==> config.mk <==
export PLATFORM = sky130hd
export DESIGN_NAME = lsu_align
export DESIGN_NICKNAME = d
export VERILOG_FILES = /design/src/rtl/lsu_align.sv
export SDC_FILE = /design/constraint.sdc
export NUM_CORES = 1
export LEC_CHECK = 0
export CAP_MARGIN = 20
export CORE_ASPECT_RATIO = 1.1
export CORE_MARGIN = 4
export CORE_UTILIZATION = 60
export DETAILED_ROUTE_END_ITERATION = 8
export DONT_BUFFER_PORTS = 1
export GPL_ROUTABILITY_DRIVEN = 1
export GPL_TIMING_DRIVEN = 0
export PLACE_DENSITY = 0.86
export SYNTH_ARGS = -nofsm -noshare
export SYNTH_HDL_FRONTEND = slang
export SYNTH_SLANG_ARGS = --single-unit
==> constraint.sdc <==
create_clock -name clk -period 5.2 [get_ports clk]
set_clock_uncertainty 0.15 [all_clocks]
set_input_delay 1.04 -clock clk [delete_from_list [all_inputs] [get_ports clk]]
set_output_delay 1.04 -clock clk [all_outputs]
set_load 0.01 [all_outputs]
==> src/rtl/lsu_align.sv <==
// lsu_align: load/store alignment unit between MEM-stage control and a
// word-wide data memory (combinational read, full-word write).
// Handles one byte-addressed RV32 access at a time: lane steering with
// sign/zero extension for loads, read-modify-write for sub-word stores,
// and splitting of word-crossing accesses into two word accesses.
//
// Ports
//   clk, reset         : clock, async active-high reset
//   req_valid/ready    : request handshake (ready = unit idle)
//   req_we, req_funct3 : store flag, RV32 size/sign code
//   req_addr, req_wdata: byte address ({word index, offset}), store data
//   resp_valid/data/err: one-cycle completion pulse, load result, illegal op
//   mem_a/re/we/wd/rd  : word index, read strobe, write enable, write/read data
module lsu_align #(
  parameter int DM_ADDRESS = 9,
  parameter int DATA_W     = 32
) (
  input  logic                  clk,
  input  logic                  reset,
  input  logic                  req_valid,
  output logic                  req_ready,
  input  logic                  req_we,
  input  logic [2:0]            req_funct3,
  input  logic [DM_ADDRESS+1:0] req_addr,
  input  logic [DATA_W-1:0]     req_wdata,
  output logic                  resp_valid,
  output logic [DATA_W-1:0]     resp_data,
  output logic                  resp_err,
  output logic [DM_ADDRESS-1:0] mem_a,
  output logic                  mem_re,
  output logic                  mem_we,
  output logic [DATA_W-1:0]     mem_wd,
  input  logic [DATA_W-1:0]     mem_rd
);
  localparam int LANES = 2 * DATA_W / 8;  // byte lanes across the two-word window

  typedef enum logic [2:0] {IDLE, RD0, RD1, WR0, WR1, RESP} state_t;

  function automatic logic [2:0] size_of(input logic [1:0] sz);
    case (sz)
      2'b00:   size_of = 3'd1;
      2'b01:   size_of = 3'd2;
      default: size_of = 3'd4;
    endcase
  endfunction

  function automatic logic legal(input logic we, input logic [2:0] f3);
    if (we) legal = (f3 == 3'b000) || (f3 == 3'b001) || (f3 == 3'b010);
    else    legal = (f3 != 3'b011) && (f3 != 3'b110) && (f3 != 3'b111);
  endfunction

  state_t                  state, state_nx;
  logic                    we_q, err_q;
  logic [2:0]              f3_q;
  logic [1:0]              off_q;
  logic [DM_ADDRESS-1:0]   idx_q, idx_nx;
  logic [DATA_W-1:0]       wdata_q, buf0, buf1;
  logic [2:0]              size_q;
  logic                    cross_q;
  logic [2*DATA_W-1:0]     pair, merged;
  logic [DATA_W-1:0]       lo, load_val;
  logic                    req_legal, req_sw_aligned;

  assign req_legal      = legal(req_we, req_funct3);
  assign req_sw_aligned = req_we && (req_funct3 == 3'b010) && (req_addr[1:0] == 2'b00);
  assign size_q         = size_of(f3_q[1:0]);
  assign cross_q        = ({1'b0, off_q} + size_q) > 3'd4;
  assign idx_nx         = idx_q + DM_ADDRESS'(1);  // wraps at the top of memory
  assign pair           = {buf1, buf0};

  // Store merge: lane k takes wdata byte (k - offset) when inside the access.
  // rel underflows to >= 13 for lanes below the offset, so they never hit.
  for (genvar k = 0; k < LANES; k++) begin : g_lane
    logic [3:0] rel;
    logic       hit;
    assign rel = 4'(k) - {2'b00, off_q};
    assign hit = rel < {1'b0, size_q};
    assign merged[8*k +: 8] = hit ? wdata_q[{rel[1:0], 3'b000} +: 8] : pair[8*k +: 8];
  end

  // Load extraction from the two-word window.
  always_comb begin
    lo = DATA_W'(pair >> {off_q, 3'b000});
    case (f3_q)
      3'b000:  load_val = {{24{lo[7]}},  lo[7:0]};
      3'b001:  load_val = {{16{lo[15]}}, lo[15:0]};
      3'b100:  load_val = {24'd0, lo[7:0]};
      3'b101:  load_val = {16'd0, lo[15:0]};
      default: load_val = lo;
    endcase
  end

  always_ff @(posedge clk or posedge reset) begin
    if (reset) begin
      state   <= IDLE;
      we_q    <= 1'b0;
      err_q   <= 1'b0;
      f3_q    <= 3'd0;
      off_q   <= 2'd0;
      idx_q   <= '0;
      wdata_q <= '0;
      buf0    <= '0;
      buf1    <= '0;
    end else begin
      state <= state_nx;
      if (state == IDLE && req_valid) begin
        we_q    <= req_we;
        err_q   <= !req_legal;
        f3_q    <= req_funct3;
        off_q   <= req_addr[1:0];
        idx_q   <= req_addr[DM_ADDRESS+1:2];
        wdata_q <= req_wdata;
      end
      if (state == RD0) buf0 <= mem_rd;
      if (state == RD1) buf1 <= mem_rd;
    end
  end

  always_comb begin
    state_nx = state;
    case (state)
      IDLE: if (req_valid) begin
        if (!req_legal)          state_nx = RESP;
        else if (req_sw_aligned) state_nx = WR0;  // full word: no read needed
        else                     state_nx = RD0;
      end
      RD0:     state_nx = cross_q ? RD1 : (we_q ? WR0 : RESP);
      RD1:     state_nx = we_q ? WR0 : RESP;
      WR0:     state_nx = cross_q ? WR1 : RESP;
      WR1:     state_nx = RESP;
      RESP:    state_nx = IDLE;
      default: state_nx = IDLE;
    endcase
  end

  always_comb begin
    req_ready  = (state == IDLE) && !reset;
    resp_valid = 1'b0;
    resp_err   = 1'b0;
    resp_data  = '0;
    mem_a      = '0;
    mem_re     = 1'b0;
    mem_we     = 1'b0;
    mem_wd     = '0;
    case (state)
      RD0: begin mem_a = idx_q;  mem_re = 1'b1; end
      RD1: begin mem_a = idx_nx; mem_re = 1'b1; end
      WR0: begin mem_a = idx_q;  mem_we = 1'b1; mem_wd = merged[DATA_W-1:0]; end
      WR1: begin mem_a = idx_nx; mem_we = 1'b1; mem_wd = merged[2*DATA_W-1:DATA_W]; end
      RESP: begin
        resp_valid = 1'b1;
        resp_err   = err_q;
        if (!err_q && !we_q) resp_data = load_val;
      end
      default: ;
    endcase
  end
endmodule

Yosys cells after proc, flatten, opt, wreduce, memory -nomap -nowiden
Cells that the tools add are included.
- order comparisons: 9
- $add $sub $neg: 10
- reduce and logical (&&, ||, !) cells: 22
- divide/modulo/power cells: 0
- bitwise operators: 0
- $mul: 0
- equality and inequality tests: 15
- shift-type cells: 9
- muxes and demuxes: 26
- operators with widths (cell ; count):
    $shiftx A32 B6 Y8 ; 8
    $pmux W32 S4 ; 1
    $mux W32 ; 2
    $mux W8 ; 8
    $pmux W32 S2 ; 1
    $shr A64 B5 Y32 ; 1
    $lt A4 B3 Y1 ; 8
    $pmux W9 S2 ; 1
    $sub A3 B2 Y4 const A ; 4
    $pmux W3 S5 ; 1
    $eq A3 B3 Y1 const B ; 4
    $mux W3 ; 4
    $add A9 B1 Y9 const B ; 1
    $eq A3 B1 Y1 const B ; 3
    $eq A3 B2 Y1 const B ; 3
    $logic_not A3 Y1 ; 3
    $reduce_or A2 Y1 ; 4
    $logic_and A1 B1 Y1 ; 7
    $mux W1 ; 6
    $ne A3 B3 Y1 const B ; 2
    $pmux W3 S2 ; 1
    $sub A1 B2 Y3 const A ; 2
    $sub A2 B2 Y3 const A ; 2
    $logic_not A1 Y1 ; 4
    8 further kinds ; 10
- RAM bits: 0
- bits of input ports: 82
- flip-flop bits (word level): 115
- memory bits (read-only): 0
- memories: 0
- latch bits: 0
- output and inout port bits: 78
- word-level logic and storage cells: 100

Depth between registers and ports, before layout
Gate-level depths: netlist of the first run.
- depth in word-level cells: 7
- depth in mapped cells: 12
- depth with buffers taken out: 9

Worst setup path after synthesis of the first run
No wires, ideal clock.
- kind: reg-to-output
- from: register off_q[1]
- to: output mem_wd[16]
- cell stages (with the launch flop): 13
- data required time: 4010 ps
- arrival time: 2773 ps
- slack: 1237 ps
- cells stage by stage: dfrtp_1 > buf_2 > buf_4 > buf_4 > buf_2 > inv_1 > ha_1 > buf_2 > inv_1 > maj3_2 > a21oi_4 > mux2i_1 > o22ai_1
- cells in the longest elaborated chain, start to end: 4
- elaborated cells on any way between the ends: 9
- classes of those cells: add/sub (2); order compare (2); shift (2); mux (3)
- ends and longest elaborated chain (what ; line ; text):
    start: declaration ; 55 ; logic [1:0] off_q;
    start signal: assignment ; 110 ; off_q <= req_addr[1:0];
    $sub A3 B2 Y4 / $sub A2 B2 Y3 (equally long branches) ; 76 ; assign rel = 4'(k) - {2'b00, off_q};
    $shiftx A32 B6 Y8 / $lt A4 B3 Y1 (equally long branches) ; 78, 77 ;
    $mux W8 ; 78 ; assign merged[8*k +: 8] = hit ? wdata_q[{rel[1:0], 3'b000} +: 8] : pair[8*k +: 8];
    $pmux W32 S2 * ; 145 ; case (state)
    end: declaration ; 32 ; output logic [DATA_W-1:0] mem_wd,
Every way passes the cells marked *; elsewhere a longest branch is shown, timed or not.

Worst setup path after layout of the first run
- from: register off_q[1]
- to: output mem_wd[20]
Same word-level chain as after synthesis.

==> out/results.ini, run 1 <==
[timing]
drv_slew=0
max_freq_ghz=0.193
hold_viol_final=0
slew_headroom_pct=46.8
setup-violations-final=0
whs_ns=0.367
worst_slew_pin_slew_ns=0.797
period_share_pct=99.7
finalCriticalPeriod_ns=5.18

[global_routing]
grtUsageTotal_pct=32.4
grt_max_degree=59
grt_pass1_wl_mm=35.8
grt_pass1_vias=6147
gr-total-overflow=0
antenna_found_initial=0

[clock_tree]
clock_sinks=115
clock_latency_ns=0.42
cts_hold_buf=0
cts_root_buf=clkbuf_16
clk_pin_slew_ns=0.05
cts_tree=yes
numCtsBuffers=17
cts_htree_levels=4
clockBufferDepth=2

[critical_path]
required_ns=4.01
worstSetupStartpoint=off_q[1]
worstPathMaxFanout=10
reg2reg_from=off_q[1]
end_kind=output pin
critPathLaunchType=register
crit_type=reg -> out
rr_worst_depth=11
rrSetupSlack_ns=1.83
endpoint=mem_wd[20]
worst-endpoint-arrival_ns=3.99
r2r_end=state[2]

[drt]
post_drt_wl_per_cell_um=27.4
first_pass_iters=6
wirelength_mm=23.6
antenna_left=0
drc=0
drtIter0Drc=624
vias=6255
routed_via_density=7.26

[logic_synthesis]
syn_area_um2=7690
ys.flop_type=dfrtp_1
seq_area_frac_synth_pct=37.4
synth.avg_cell_area_um2=11.5
synth_warnings=0
synth_top_family_by_area=multiplexers
synthCells=668
ys_async_sr_fraction_pct=100
ys_seq_elements=115
yosys.area_share.adder_pct=2.83
synthesis.nets=765
ys_types=48
synth_edf_count=0
synth.area.mux_share_pct=38.2
synth_xor_area_share_pct=0.342
synth_compound_area_share_pct=10.8
yosys.area_share.simple_pct=6.54

[final_layout]
fill_cells=905
multi_input_area_um2=4540
antenna_cells=0
layout_common_cells=dfrtp_1, mux2_2, mux2i_1
layout_commonest_cell=dfrtp_1
finalNonFillerCells=862
ff_latch_area_um2=2880
area_growth_syn_to_layout_pct=11.9
fin_nets=789
layout-drive-gt1-share_pct=34.0

[pwr]
p_leak_nw=3.61
powerDensity_nw_per_um2=869
finalPower_mw=7.47
vdd_drop_max_v=0.000350

[placement]
hpwlAfterDp_mm=17.3
gp_congestion=0.992
port_buffers=0
dp_cells=826

[floorplan]
core_region_area_um2=12600
core.rowCount=43
start_util_pct=61.1
dieWidth_um=116
die_area_um2=14700
die_h_um=127
ioPinCount=160

[worst_hold_path]
hold_start=buf1[25]
hold_class=reg -> reg

[status]
status=complete, no violations

[job]
maxCapViolations=0

-- sequential cells by signal, indices dropped and copies added (netlist names), 2 cells and up --
signal / flops
idx_q: 9
f3_q: 3
wdata_q: 32
buf1: 32
buf0: 32
state: 3
off_q: 2
-- cell families after synthesis --
logic type / after synthesis
AO/OA/AOI/OAI: 126
XOR/XNOR: 3
adder cells (fa/ha/maj): 17
buffers and inverters: 64
flip-flops: 115
multiplexers: 238
AND/OR/NAND/NOR: 105
-- metal layers --
| metal | vias to the layer above | wire [um] | GRT usage (%) | share of wire (%) |
|---|---|---|---|---|
| met5 | - | 0 | 0 | 0 |
| met4 | 0 | 1170 | 14.4 | 4.9 |
| met3 | 105 | 3030 | 11.6 | 13 |
| met2 | 487 | 11200 | 51.1 | 48 |
| met1 | 3089 | 8190 | 39.9 | 35 |
| li1 | 2574 | - | - | - |
-- report_power, final --
| part | internal, mW | switching [mW] |
|---|---|---|
| registers | 1.36 | 0.545 |
| logic | 1.98 | 2.37 |
| clock network | 0.790 | 0.433 |
-- worst min-delay path by stage --
stage                    end  slack [ns]  cells after the start
floorplan           buf1[29]        0.33                      1
global placement    buf1[28]        0.34                      1
detailed placement  buf1[31]        0.35                      1
CTS                 buf1[28]        0.37                      1
global route        buf1[31]        0.38                      1
finish              buf1[25]        0.37                      1
-- worst max-delay path: stages, from the launching register on --
cell,delay [ns]
dfrtp_1,0.43
buf_2,0.21
buf_4,0.28
buf_4,0.25
buf_2,0.29
inv_1,0.22
ha_1,0.32
buf_2,0.26
inv_1,0.10
maj3_2,0.37
a21oi_4,0.20
buf_4,0.19
mux2i_1,0.08
o22ai_1,0.35
-- timing repair --
| action | in CTS | in global routing |
|---|---|---|
| gates resized for setup | 0 | 5 |
| buffers inserted | 0 | 4 |
| endpoints found under the setup margin | 0 | 14 |
-- cell usage after synthesis, types with 4 or more instances --
master / number / area (um2)
inv_1: 13 / 48.8
nor2b_1: 9 / 56.3
buf_2: 23 / 115
nor3_1: 4 / 20.0
o21ai_1: 7 / 35.0
nand2b_1: 4 / 25.0
o21ai_0: 12 / 60.1
a211oi_1: 15 / 113
a21oi_4: 4 / 65.1
and3_1: 4 / 25.0
buf_1: 7 / 26.3
mux2_2: 114 / 1280
nor2_1: 28 / 105
ha_1: 14 / 175
buf_4: 4 / 30.0
mux4_2: 33 / 743
a21oi_1: 33 / 165
clkbuf_1: 13 / 48.8
dfrtp_1: 115 / 2880
o22ai_1: 33 / 206
nand2_1: 31 / 116
o21ai_2: 10 / 87.6
nand3_1: 14 / 70.1
mux2i_1: 91 / 911
-- cell type report --
| cell class | instances | area share [%] |
|---|---|---|
| sequential | 115 | 33.4 |
| multi-input combinational | 489 | 52.7 |
| inverter | 15 | 0.683 |
| timing repair buffer | 5 | 0.814 |
| clock inverter | 12 | 1.80 |
| tap | 157 | 2.28 |
| buffer | 49 | 2.84 |
| clock buffer | 20 | 5.42 |
-- stage by stage --
step	setup TNS (ns)	util (%)	instance area, um2	setup slack (ns)
2_1_floorplan	0	-	7690	0.966
3_3_place_gp	0	62.7	7890	0.0473
3_5_place_dp	0	62.9	7920	0.521
4_1_cts	0	67.8	8540	0.0634
5_1_grt	-0.169	68.3	8600	-0.0444
6_report	0	68.3	8600	0.0174
Note: power is estimated with default switching activity, not from simulation.
==> run 2: changes to the inputs <==
--- a/config.mk
+++ b/config.mk
@@ -8,12 +8,12 @@
 export CAP_MARGIN = 20
 export CORE_ASPECT_RATIO = 1.1
 export CORE_MARGIN = 4
-export CORE_UTILIZATION = 60
+export CORE_UTILIZATION = 59
 export DETAILED_ROUTE_END_ITERATION = 8
 export DONT_BUFFER_PORTS = 1
 export GPL_ROUTABILITY_DRIVEN = 1
 export GPL_TIMING_DRIVEN = 0
-export PLACE_DENSITY = 0.86
+export PLACE_DENSITY = 0.88
 export SYNTH_ARGS = -nofsm -noshare
 export SYNTH_HDL_FRONTEND = slang
 export SYNTH_SLANG_ARGS = --single-unit
==> constraint.sdc (replaced) <==
create_clock -name clk -period 4.2 [get_ports clk]
set_clock_uncertainty 0.15 [all_clocks]
set_input_delay 0.84 -clock clk [delete_from_list [all_inputs] [get_ports clk]]
set_output_delay 0.84 -clock clk [all_outputs]
set_load 0.01 [all_outputs]
==> out/results.ini, run 2 (synthesis gave the netlist of run 1 again) <==
[drt]
post_drt_wl_per_cell_um=28.5  ; +3.9%
drc=0  ; unchanged
antenna_left=0  ; unchanged
vias=6303  ; +0.77%
routed_via_density=7.28  ; +0.30%
wirelength_mm=24.7  ; +4.4%
drtIter0Drc=646  ; +3.5%
first_pass_iters=6  ; unchanged

[timing]
max_freq_ghz=0.240
period_share_pct=99.4
setup-violations-final=0  ; unchanged
worst_slew_pin_slew_ns=0.760  ; -0.0369 ns
finalCriticalPeriod_ns=4.17
drv_slew=0  ; unchanged
fin_ws_ns=0.0257  ; +0.00829 ns
slew_headroom_pct=49.3  ; +2.5 points
hold_viol_final=0  ; unchanged
fin_setup_tns_ns=0  ; unchanged
rsz0062_at_grt=false

[final_layout]
layout-drive-gt1-share_pct=35.4  ; +1.4 points
antenna_cells=0  ; unchanged
layout_commonest_cell=dfrtp_1
fin_nets=794  ; +0.63%
area_growth_syn_to_layout_pct=13.0
reg_top3=buf0 x32, buf1 x32, wdata_q x32
fin_util_pct=68.4  ; +0.091 points
layout_common_cells=dfrtp_1, mux2_2, mux2i_1

[clock_tree]
cts_tree=yes
clock_sinks=115  ; unchanged
cts_hold_buf=0  ; unchanged
cts_htree_levels=4  ; unchanged
clockBufferDepth=2  ; unchanged
numCtsBuffers=17  ; unchanged
cts_root_buf=clkbuf_16
clock_latency_ns=0.42  ; about the same
clk_pin_slew_ns=0.05  ; about the same

[pwr]
p_sw_mw=4.28  ; +28%
pwr-share-clk_pct=14.7  ; -1.7 points
p_leak_nw=3.62  ; +0.45%
vdd_drop_max_v=0.000429  ; +23%
powerDensity_nw_per_um2=1080  ; +25%
finalPower_mw=9.41  ; +26%
seqPwrFrac_pct=25.4  ; about the same
power.internal_mw=5.13  ; +24%
pwr-share-comb_pct=60.0  ; +1.9 points
swShare_pct=45.5  ; +0.72 points

[floorplan]
core.rowCount=43  ; unchanged
dieWidth_um=117  ; +0.78%
die_area_um2=14900  ; +1.6%
core_region_area_um2=12700  ; +0.85%
ioPinCount=160  ; unchanged
die_h_um=128  ; +0.79%
start_util_pct=60.6  ; -0.52 points

[critical_path]
slowest_stage=o22ai_1
critPathLaunchType=register
worst-endpoint-arrival_ns=3.18  ; -0.81 ns
rr_worst_depth=10  ; -1
crit_type=reg -> out
cpPeakStageDelay_ns=0.44  ; about the same
cp_cell_sequence=clkbuf_4, buf_12, buf_6, clkinvlp_4, buf_4, ha_1, a21o_1, a211o_1, buf_2, mux2i_1, o22ai_1
reg2reg_from=f3_q[1]
end_kind=output pin
worstPathMaxFanout=10  ; unchanged
r2r_end=state[2]
required_ns=3.21  ; -0.80 ns
rrSetupSlack_ns=1.15  ; -0.68 ns

[global_routing]
grtUsageTotal_pct=33.2  ; +0.85 points
antenna_found_initial=0  ; unchanged
gr-total-overflow=0  ; unchanged
grt_pass1_wl_mm=37.1  ; +3.7%
grt_pass1_vias=6336  ; +3.1%
grt_max_degree=62  ; +5.1%

[placement]
place_ws_ns=-0.282  ; -0.803 ns
port_buffers=0  ; unchanged
gp_congestion=0.976  ; -1.6%
hpwlAfterDp_mm=17.6  ; +1.4%

[status]
status=complete, no violations

[worst_hold_path]
hold_class=in -> async

[job]
maxCapViolations=0  ; unchanged

run 2: changes by cell type in the layout (fill, tap and decap cells not counted), moves of 2 or more:
cell	previous run	this run
buf_12	1	5
buf_2	23	21
buf_4	7	10
bufinv_16	3	1
clkinv_4	4	1
clkinvlp_4	2	4
o22ai_1	30	24
o22ai_2	3	9
run 2: layer usage:
| layer | global-route usage [%] | routed length [um] | vias up |
|---|---|---|---|
| met5 | 0 | 0 | - |
| met4 | 15.7 | 1440 | 0 |
| met3 | 12.0 | 3000 | 117 |
| met2 | 52.0 | 11600 | 483 |
| met1 | 40.8 | 8650 | 3126 |
| li1 | - | - | 2577 |
run 2: power by group through the flow:
stage / combinational [mW] / clock [mW] / sequential, mW
floorplan: 4.05 / 0 / 2.07
finish: 5.64 / 1.38 / 2.39
CTS: 5.41 / 1.37 / 2.34
global route: 5.94 / 1.42 / 2.45
detailed placement: 5.12 / 0 / 2.32
global placement: 4.90 / 0 / 2.25
run 2: repair_timing:
item                       CTS  global route
setup buffers                6             5
resized for setup           17             4
setup endpoints to repair   32            20
pin swaps                    3             1
run 2: stage by stage:
step	instance area (um2)	hold slack [ns]	instances
after floorplan	7690	0.330	668
after global placement	7890	0.338	825
after detailed placement	7920	0.352	826
after CTS	8620	0.278	861
after global routing	8690	0.312	866
final	8690	0.245	866
run 2: critical path: cells and delay by family, from the launching register on:
family,cells,cell delay (ns)
adder cells (fa/ha/maj),1,0.23
buffers and inverters,6,1.02
flip-flops,1,0.42
multiplexers,1,0.17
AO/OA/AOI/OAI,3,0.92
run 2: worst max path at each step:
stage / slack [ns] / to / startpoint / depth (start not counted)
after detailed placement: -0.28 / mem_wd[22] / off_q[1] / 12
after CTS: 0.02 / mem_wd[13] / off_q[1] / 11
after floorplan: 0.17 / buf0[0] / reset / 1
final: 0.03 / mem_wd[13] / off_q[1] / 11
after global routing: 0.009 / mem_wd[23] / off_q[1] / 12
after global placement: -0.81 / buf1[11] / reset / 1
run 2: cell type report:
cell class / instances / area [um2]
well taps: 157 / 196
flip-flops and latches: 115 / 2880
repair buffers: 12 / 160
inverters: 15 / 62.6
clock buffers: 22 / 474
fillers: 861 / 4010
clock inverters: 9 / 81.3
multi-input cells: 489 / 4580
plain buffers: 47 / 256
